$ cat config.mk
export PLATFORM = sky130hd
export DESIGN_NAME = sync_fifo_prog
export DESIGN_NICKNAME = d
export VERILOG_FILES = /design/src/rtl/fifo_pkg.sv /design/src/rtl/fifo_ram.sv /design/src/rtl/sync_fifo_prog.sv
export SDC_FILE = /design/constraint.sdc
export NUM_CORES = 2
export LEC_CHECK = 0
export CAP_MARGIN = 10
export CORE_MARGIN = 2
export CORE_UTILIZATION = 49
export DETAILED_ROUTE_END_ITERATION = 7
export SYNTH_ARGS = -nofsm -noshare
export SYNTH_HDL_FRONTEND = slang
export SYNTH_SLANG_ARGS = --single-unit
$ cat constraint.sdc
create_clock -name clk -period 9.4 [get_ports clk]
set_input_delay 1.88 -clock clk [delete_from_list [all_inputs] [get_ports clk]]
set_output_delay 1.88 -clock clk [all_outputs]
set_load 0.005 [all_outputs]
$ cat src/rtl/fifo_pkg.sv
// ============================================================================
// Module      : fifo_pkg
// Description : Shared constants and the count-width helper for the FIFO family.
// Revision    : 1.0 - initial release
// ============================================================================
`default_nettype none

package fifo_pkg;

    localparam int c_DEF_DATAWIDTH     = 8;
    localparam int c_DEF_ADDRWIDTH     = 9;
    localparam int c_AFULL_MARGIN      = 4;
    localparam int c_DEF_AEMPTY_THRESH = 3;

    // Pointers and counts carry one extra bit so full and empty are distinct.
    function automatic int cnt_width(input int addrwidth);
        return addrwidth + 1;
    endfunction

endpackage

`default_nettype wire

$ cat src/rtl/fifo_ram.sv
// ============================================================================
// Module      : fifo_ram
// Description : Simple dual-port RAM, synchronous write, registered read.
// Revision    : 1.0 - initial release
// ============================================================================
`default_nettype none

module fifo_ram #(
    parameter int DATAWIDTH = 8,
    parameter int ADDRWIDTH = 9
) (
    input  logic                 clk,
    input  logic                 rst,
    input  logic                 i_we,
    input  logic [ADDRWIDTH-1:0] i_waddr,
    input  logic [DATAWIDTH-1:0] i_wdata,
    input  logic                 i_re,
    input  logic [ADDRWIDTH-1:0] i_raddr,
    output logic [DATAWIDTH-1:0] o_rdata
);

    logic [DATAWIDTH-1:0] r_mem [0:(1<<ADDRWIDTH)-1];
    logic [DATAWIDTH-1:0] r_rdata;

    always_ff @(posedge clk) begin
        if (i_we) begin
            r_mem[i_waddr] <= i_wdata;
        end
    end

    // Only the read register is reset; array contents survive reset.
    always_ff @(posedge clk or negedge rst) begin
        if (!rst) begin
            r_rdata <= '0;
        end else if (i_re) begin
            r_rdata <= r_mem[i_raddr];
        end
    end

    assign o_rdata = r_rdata;

endmodule

`default_nettype wire

$ cat src/rtl/sync_fifo_prog.sv
// ============================================================================
// Module      : sync_fifo_prog
// Description : Single-clock FIFO with programmable almost flags, occupancy
//               count and overflow/underflow pulses. Define FIFO_FWFT_EN for
//               first-word-fall-through reads.
// Revision    : 1.0 - initial release
// ============================================================================
`default_nettype none

module sync_fifo_prog
    import fifo_pkg::*;
#(
    parameter int DATAWIDTH     = c_DEF_DATAWIDTH,
    parameter int ADDRWIDTH     = c_DEF_ADDRWIDTH,
    parameter int AFULL_THRESH  = (1 << ADDRWIDTH) - c_AFULL_MARGIN,
    parameter int AEMPTY_THRESH = c_DEF_AEMPTY_THRESH
) (
    input  logic                           clk,
    input  logic                           rst,
    input  logic                           wr_en,
    input  logic [DATAWIDTH-1:0]           data_in,
    input  logic                           rd_en,
    output logic [DATAWIDTH-1:0]           data_out,
    output logic                           f_full,
    output logic                           f_empty,
    output logic                           f_afull,
    output logic                           f_aempty,
    output logic [cnt_width(ADDRWIDTH)-1:0] data_count,
    output logic                           wr_overflow,
    output logic                           rd_underflow
);

    localparam int CW = cnt_width(ADDRWIDTH);
    localparam logic [CW-1:0] c_DEPTH  = CW'(1 << ADDRWIDTH);
    localparam logic [CW-1:0] c_AFULL  = CW'(AFULL_THRESH);
    localparam logic [CW-1:0] c_AEMPTY = CW'(AEMPTY_THRESH);
    localparam logic [CW-1:0] c_ONE    = CW'(1);

    logic [CW-1:0]        r_wr_ptr, r_rd_ptr, r_count;
    logic [CW-1:0]        w_wr_ptr_nxt, w_rd_ptr_nxt, w_count_nxt;
    logic                 r_full, r_empty, r_afull, r_aempty, r_ovf, r_unf;
    logic                 w_empty_nxt;
    logic                 w_wr_acc;
    logic                 w_ram_re;
    logic [DATAWIDTH-1:0] w_ram_q;

    assign w_wr_acc = wr_en & ~r_full;

    fifo_ram #(
        .DATAWIDTH (DATAWIDTH),
        .ADDRWIDTH (ADDRWIDTH)
    ) u_ram (
        .clk     (clk),
        .rst     (rst),
        .i_we    (w_wr_acc),
        .i_waddr (r_wr_ptr[ADDRWIDTH-1:0]),
        .i_wdata (data_in),
        .i_re    (w_ram_re),
        .i_raddr (r_rd_ptr[ADDRWIDTH-1:0]),
        .o_rdata (w_ram_q)
    );

`ifdef FIFO_FWFT_EN
    // Two-stage prefetch: RAM read register (r_qval) then output register
    // (r_oval). Both stages count as stored words.
    logic                 r_qval, r_oval;
    logic                 w_qval_nxt, w_oval_nxt;
    logic                 w_pop, w_oload;
    logic [CW-1:0]        w_ram_cnt;
    logic [DATAWIDTH-1:0] r_dout;

    assign w_pop     = rd_en & r_oval;
    assign w_oload   = r_qval & (~r_oval | w_pop);
    assign w_ram_cnt = r_wr_ptr - r_rd_ptr;
    assign w_ram_re  = (w_ram_cnt != '0) & (~r_qval | w_oload);

    always_comb begin
        w_qval_nxt = r_qval;
        w_oval_nxt = r_oval;
        if (w_ram_re) begin
            w_qval_nxt = 1'b1;
        end else if (w_oload) begin
            w_qval_nxt = 1'b0;
        end
        if (w_oload) begin
            w_oval_nxt = 1'b1;
        end else if (w_pop) begin
            w_oval_nxt = 1'b0;
        end
    end

    always_ff @(posedge clk or negedge rst) begin
        if (!rst) begin
            r_qval <= 1'b0;
            r_oval <= 1'b0;
            r_dout <= '0;
        end else begin
            r_qval <= w_qval_nxt;
            r_oval <= w_oval_nxt;
            if (w_oload) begin
                r_dout <= w_ram_q;
            end
        end
    end

    assign w_rd_ptr_nxt = r_rd_ptr + (w_ram_re ? c_ONE : '0);
    assign w_wr_ptr_nxt = r_wr_ptr + (w_wr_acc ? c_ONE : '0);
    assign w_count_nxt  = (w_wr_ptr_nxt - w_rd_ptr_nxt)
                        + (w_qval_nxt ? c_ONE : '0)
                        + (w_oval_nxt ? c_ONE : '0);
    assign w_empty_nxt  = ~w_oval_nxt;
    assign data_out     = r_dout;
`else
    logic w_rd_acc;

    assign w_rd_acc     = rd_en & ~r_empty;
    assign w_ram_re     = w_rd_acc;
    assign w_rd_ptr_nxt = r_rd_ptr + (w_rd_acc ? c_ONE : '0);
    assign w_wr_ptr_nxt = r_wr_ptr + (w_wr_acc ? c_ONE : '0);
    assign w_count_nxt  = w_wr_ptr_nxt - w_rd_ptr_nxt;
    assign w_empty_nxt  = (w_count_nxt == '0);
    assign data_out     = w_ram_q;
`endif

    always_ff @(posedge clk or negedge rst) begin
        if (!rst) begin
            r_wr_ptr <= '0;
            r_rd_ptr <= '0;
            r_count  <= '0;
            r_full   <= 1'b0;
            r_empty  <= 1'b1;
            r_afull  <= 1'b0;
            r_aempty <= 1'b1;
            r_ovf    <= 1'b0;
            r_unf    <= 1'b0;
        end else begin
            r_wr_ptr <= w_wr_ptr_nxt;
            r_rd_ptr <= w_rd_ptr_nxt;
            r_count  <= w_count_nxt;
            r_full   <= (w_count_nxt == c_DEPTH);
            r_empty  <= w_empty_nxt;
            r_afull  <= (w_count_nxt >= c_AFULL);
            r_aempty <= (w_count_nxt <= c_AEMPTY);
            r_ovf    <= wr_en & r_full;
            r_unf    <= rd_en & r_empty;
        end
    end

    assign f_full       = r_full;
    assign f_empty      = r_empty;
    assign f_afull      = r_afull;
    assign f_aempty     = r_aempty;
    assign data_count   = r_count;
    assign wr_overflow  = r_ovf;
    assign rd_underflow = r_unf;

endmodule

`default_nettype wire

==> out/qor.yml <==
synth_seq_cells: 4140
synth_top_area_cell: "edfxtp_1"
total_power_uw: 53300
yosys.area.top_type_share_pct: 76.5
wire_per_inst_um: 37.1
grt_use_total_pct: 27.8
yosys_warnings: 0
place_inst: 11700
pin_count: 36
syn_area_mm2: 0.161
worst_pin_slew_ps: 1260
drv_cap: 0
period_minus_slack_ps: 5610
synth_cell_types: 90
synth_cells: 7648
synthArstFlopShare_pct: 1.06
fin_cells: 12500
cp-end-kind: "register"
multi_input_area_mm2: 0.0342
fin_worst_skew_ps: 34.2
vias_per_cell: 6.54
start_util_pct: 49.2
cts_buffers: 412
ctsHoldBuffers: 0
setup_viol: 0
ys_seq_area_share_pct: 77.2
arrival_ps: 6490
grt_overflow_total: 0
setup_ws_ps: 3790
port_buffers: 35
synthTopCellsByArea: "edfxtp_1 (77%), mux4_2 (13%), mux2i_1 (1.8%)"
ir_worst_vdd_mv: 0.251
nets: 7836
core-area_mm2: 0.327
gp_congestion: 0.908
antenna_found_initial: 31
path_clk_slew_ps: 60
worstPathRequired_ps: 10280
cts_tree: "done"
grt_pass1_vias: 80600
cts_buffer_depth: 4
ant_nets: 0
status: "complete, no violations"
fin_crit_sh_pct: 59.7
area_growth_pct: 11.9
hold_viol: 0
power_density_mw_per_mm2: 296
totalWireLength_um: 464000
holdCritPathClass: "register to register"
die_h_um: 577
cp-start-kind: "primary input"
finalSetupTns_ps: 0
dpl_worst_slack_ps: 2830
seqCellArea_mm2: 0.124
vias: 81900
cts.sinks: 4140
die_area_mm2: 0.333
critPathMaxFanout: 10
rows: 210
clockRootBuffer: "clkbuf_16"
grt_setup_unrepaired: "no"
hpwl_um: 275000
finish.utilization_pct: 55.0
grt_start_max_net_pins: 173
drt_iter0_markers: 12500
drc_errors: 0
synth-main-ff-cell: "edfxtp_1"
p_leak_uw: 0.0557
cts_setup_buffers: 0
drive_gt1_share_pct: 22.7
synth_edf_count: 4096
fillCellCount: 24400
cts_resized: 0
synth_fp_nets: 7674
slew_headroom_pct: 15.5
path_class: "primary input to register"
dr.pass1.iters: 8
die_width_um: 577
clock_latency_ps: 970
h-tree-depth: 5
grt_pass1_wl_um: 648000
max_freq_ghz: 0.178
r2r_slack_ps: 4050
avgSynthCellArea_um2: 21.0
slew_violations: 0
where the power goes:
| group | internal (µW) | total (µW) | switching [µW] | leakage [µW] |
|---|---|---|---|---|
| Combinational | 5690 | 15700 | 10100 | 0.0117 |
| Sequential | 20500 | 20800 | 318 | 0.0373 |
| Clock | 9640 | 16800 | 7160 | 0.00672 |
critical path, cell delays in order:
cell,delay (ps)
clkdlybuf4s50_1,540
nand2b_1,620
inv_1,350
ha_1,310
xnor2_1,330
ha_1,290
nor2b_1,140
o211a_2,270
o32a_1,350
o221a_4,230
or4_1,410
or4b_4,540
nor4b_4,210
final timing paths:
| kind | startpoint | to | cells past startpoint |
|---|---|---|---|
| worst max-delay path | rd_en | f_full | 13 |
| worst min register to register | r_wr_ptr[9] | r_wr_ptr[9] | 1 |
| worst max register to register | r_rd_ptr[2] | f_full | 12 |
| worst min-delay path | r_wr_ptr[9] | r_wr_ptr[9] | 1 |
| min in group asynchronous | rst | u_ram.o_rdata[7] | 1 |
| max in group asynchronous | rst | r_rd_ptr[4] | 1 |
registers in the layout, summed over array words and instances (netlist names):
| register | flops |
|---|---|
| u_ram.r_mem | 4096 |
| data_count | 10 |
| f_full | 1 |
| r_rd_ptr | 10 |
| f_aempty | 1 |
| f_afull | 1 |
| f_empty | 1 |
| wr_overflow | 1 |
| u_ram.o_rdata | 8 |
| rd_underflow | 1 |
| r_wr_ptr | 10 |
placed cells by master (no fill, tap or decap), types with 9 or more instances in the layout:
| cell type | Yosys | routed |
|---|---|---|
| a2111oi_0 | 11 | 10 |
| clkdlybuf4s50_1 | 0 | 26 |
| nor4_1 | 18 | 15 |
| o21a_1 | 9 | 9 |
| and3_1 | 15 | 15 |
| a31oi_1 | 41 | 41 |
| o22ai_1 | 105 | 105 |
| dfrtp_1 | 42 | 36 |
| and2_1 | 14 | 11 |
| inv_6 | 0 | 18 |
| buf_4 | 61 | 155 |
| a211oi_1 | 17 | 17 |
| a22oi_1 | 169 | 169 |
| bufinv_16 | 0 | 49 |
| nor3_1 | 44 | 44 |
| a21oi_1 | 98 | 98 |
| clkinv_1 | 3 | 79 |
| nand2_4 | 0 | 9 |
| buf_12 | 0 | 31 |
| nand2_1 | 196 | 176 |
| mux4_2 | 929 | 929 |
| mux2_2 | 27 | 27 |
| ha_1 | 13 | 13 |
| edfxtp_1 | 4096 | 4096 |
| nand3_1 | 71 | 70 |
| nor2_1 | 604 | 601 |
| clkinvlp_4 | 0 | 26 |
| clkbuf_1 | 214 | 64 |
| o211ai_1 | 18 | 18 |
| clkinv_2 | 0 | 89 |
| mux2i_1 | 284 | 284 |
| nor2b_1 | 20 | 15 |
| nand4_1 | 13 | 13 |
| xnor2_1 | 15 | 15 |
| inv_1 | 16 | 15 |
| a221oi_1 | 22 | 22 |
| o21ai_0 | 54 | 53 |
| o221ai_1 | 45 | 45 |
| clkbuf_16 | 0 | 421 |
metrics by stage:
step,area [µm²],hold WS [ps]
final,180000,489
after global routing,180000,498
after CTS,180000,491
after detailed placement,166000,452
after global placement,166000,458
after floorplan,161000,437
cell type report:
type | count | area share [%]
inverters | 22 | 0.0605
multi-input cells | 3014 | 19.0
clock buffers | 491 | 6.04
clock inverters | 281 | 1.64
well taps | 4346 | 3.02
repair buffers | 220 | 1.20
diodes | 8 | 0.0111
flip-flops and latches | 4140 | 69.0
logic make-up (layout without fill, tap and decap cells):
family	count (synthesis)	count (layout)	synth area share [%]
DFF	4140	4140	77.2
muxes	1240	1240	15.0
and+or+nand+nor	1051	1051	2.82
AOI/OAI and AO/OA	685	685	2.99
buffers and inverters	494	1014	1.71
xor gates and xnor gates	23	23	0.150
adders and majority gates	15	15	0.120
other	0	8	0
metal layers:
| layer | wire length, µm | part of all wire (%) | vias to the layer above | track usage (%) |
|---|---|---|---|---|
| li1 | - | - | 32200 | - |
| met1 | 186000 | 40 | 43900 | 40.6 |
| met2 | 213000 | 46 | 5077 | 42.0 |
| met3 | 47900 | 10 | 736 | 6.06 |
| met4 | 16500 | 3.6 | 16 | 9.32 |
| met5 | 105 | 0.023 | - | 0 |
cells in the mapped netlist (9+ instances only):
cell type	instances
buf_4	61
o22ai_1	105
nor3_1	44
mux2_2	27
a211oi_1	17
o211ai_1	18
and3_1	15
mux2i_1	284
nand4_1	13
a31oi_1	41
buf_1	29
a22oi_1	169
o21a_1	9
nor2b_1	20
ha_1	13
clkbuf_1	214
a2111oi_0	11
a21oi_1	98
nor2_1	604
buf_2	101
edfxtp_1	4096
nand2b_1	11
o221ai_1	45
nand3_1	71
dfrtp_1	42
xnor2_1	15
inv_1	16
mux4_2	929
a221oi_1	22
and2_1	14
nor4_1	18
o21ai_0	54
buf_6	63
nand2_1	196
Note: power is estimated with default switching activity, not from simulation.
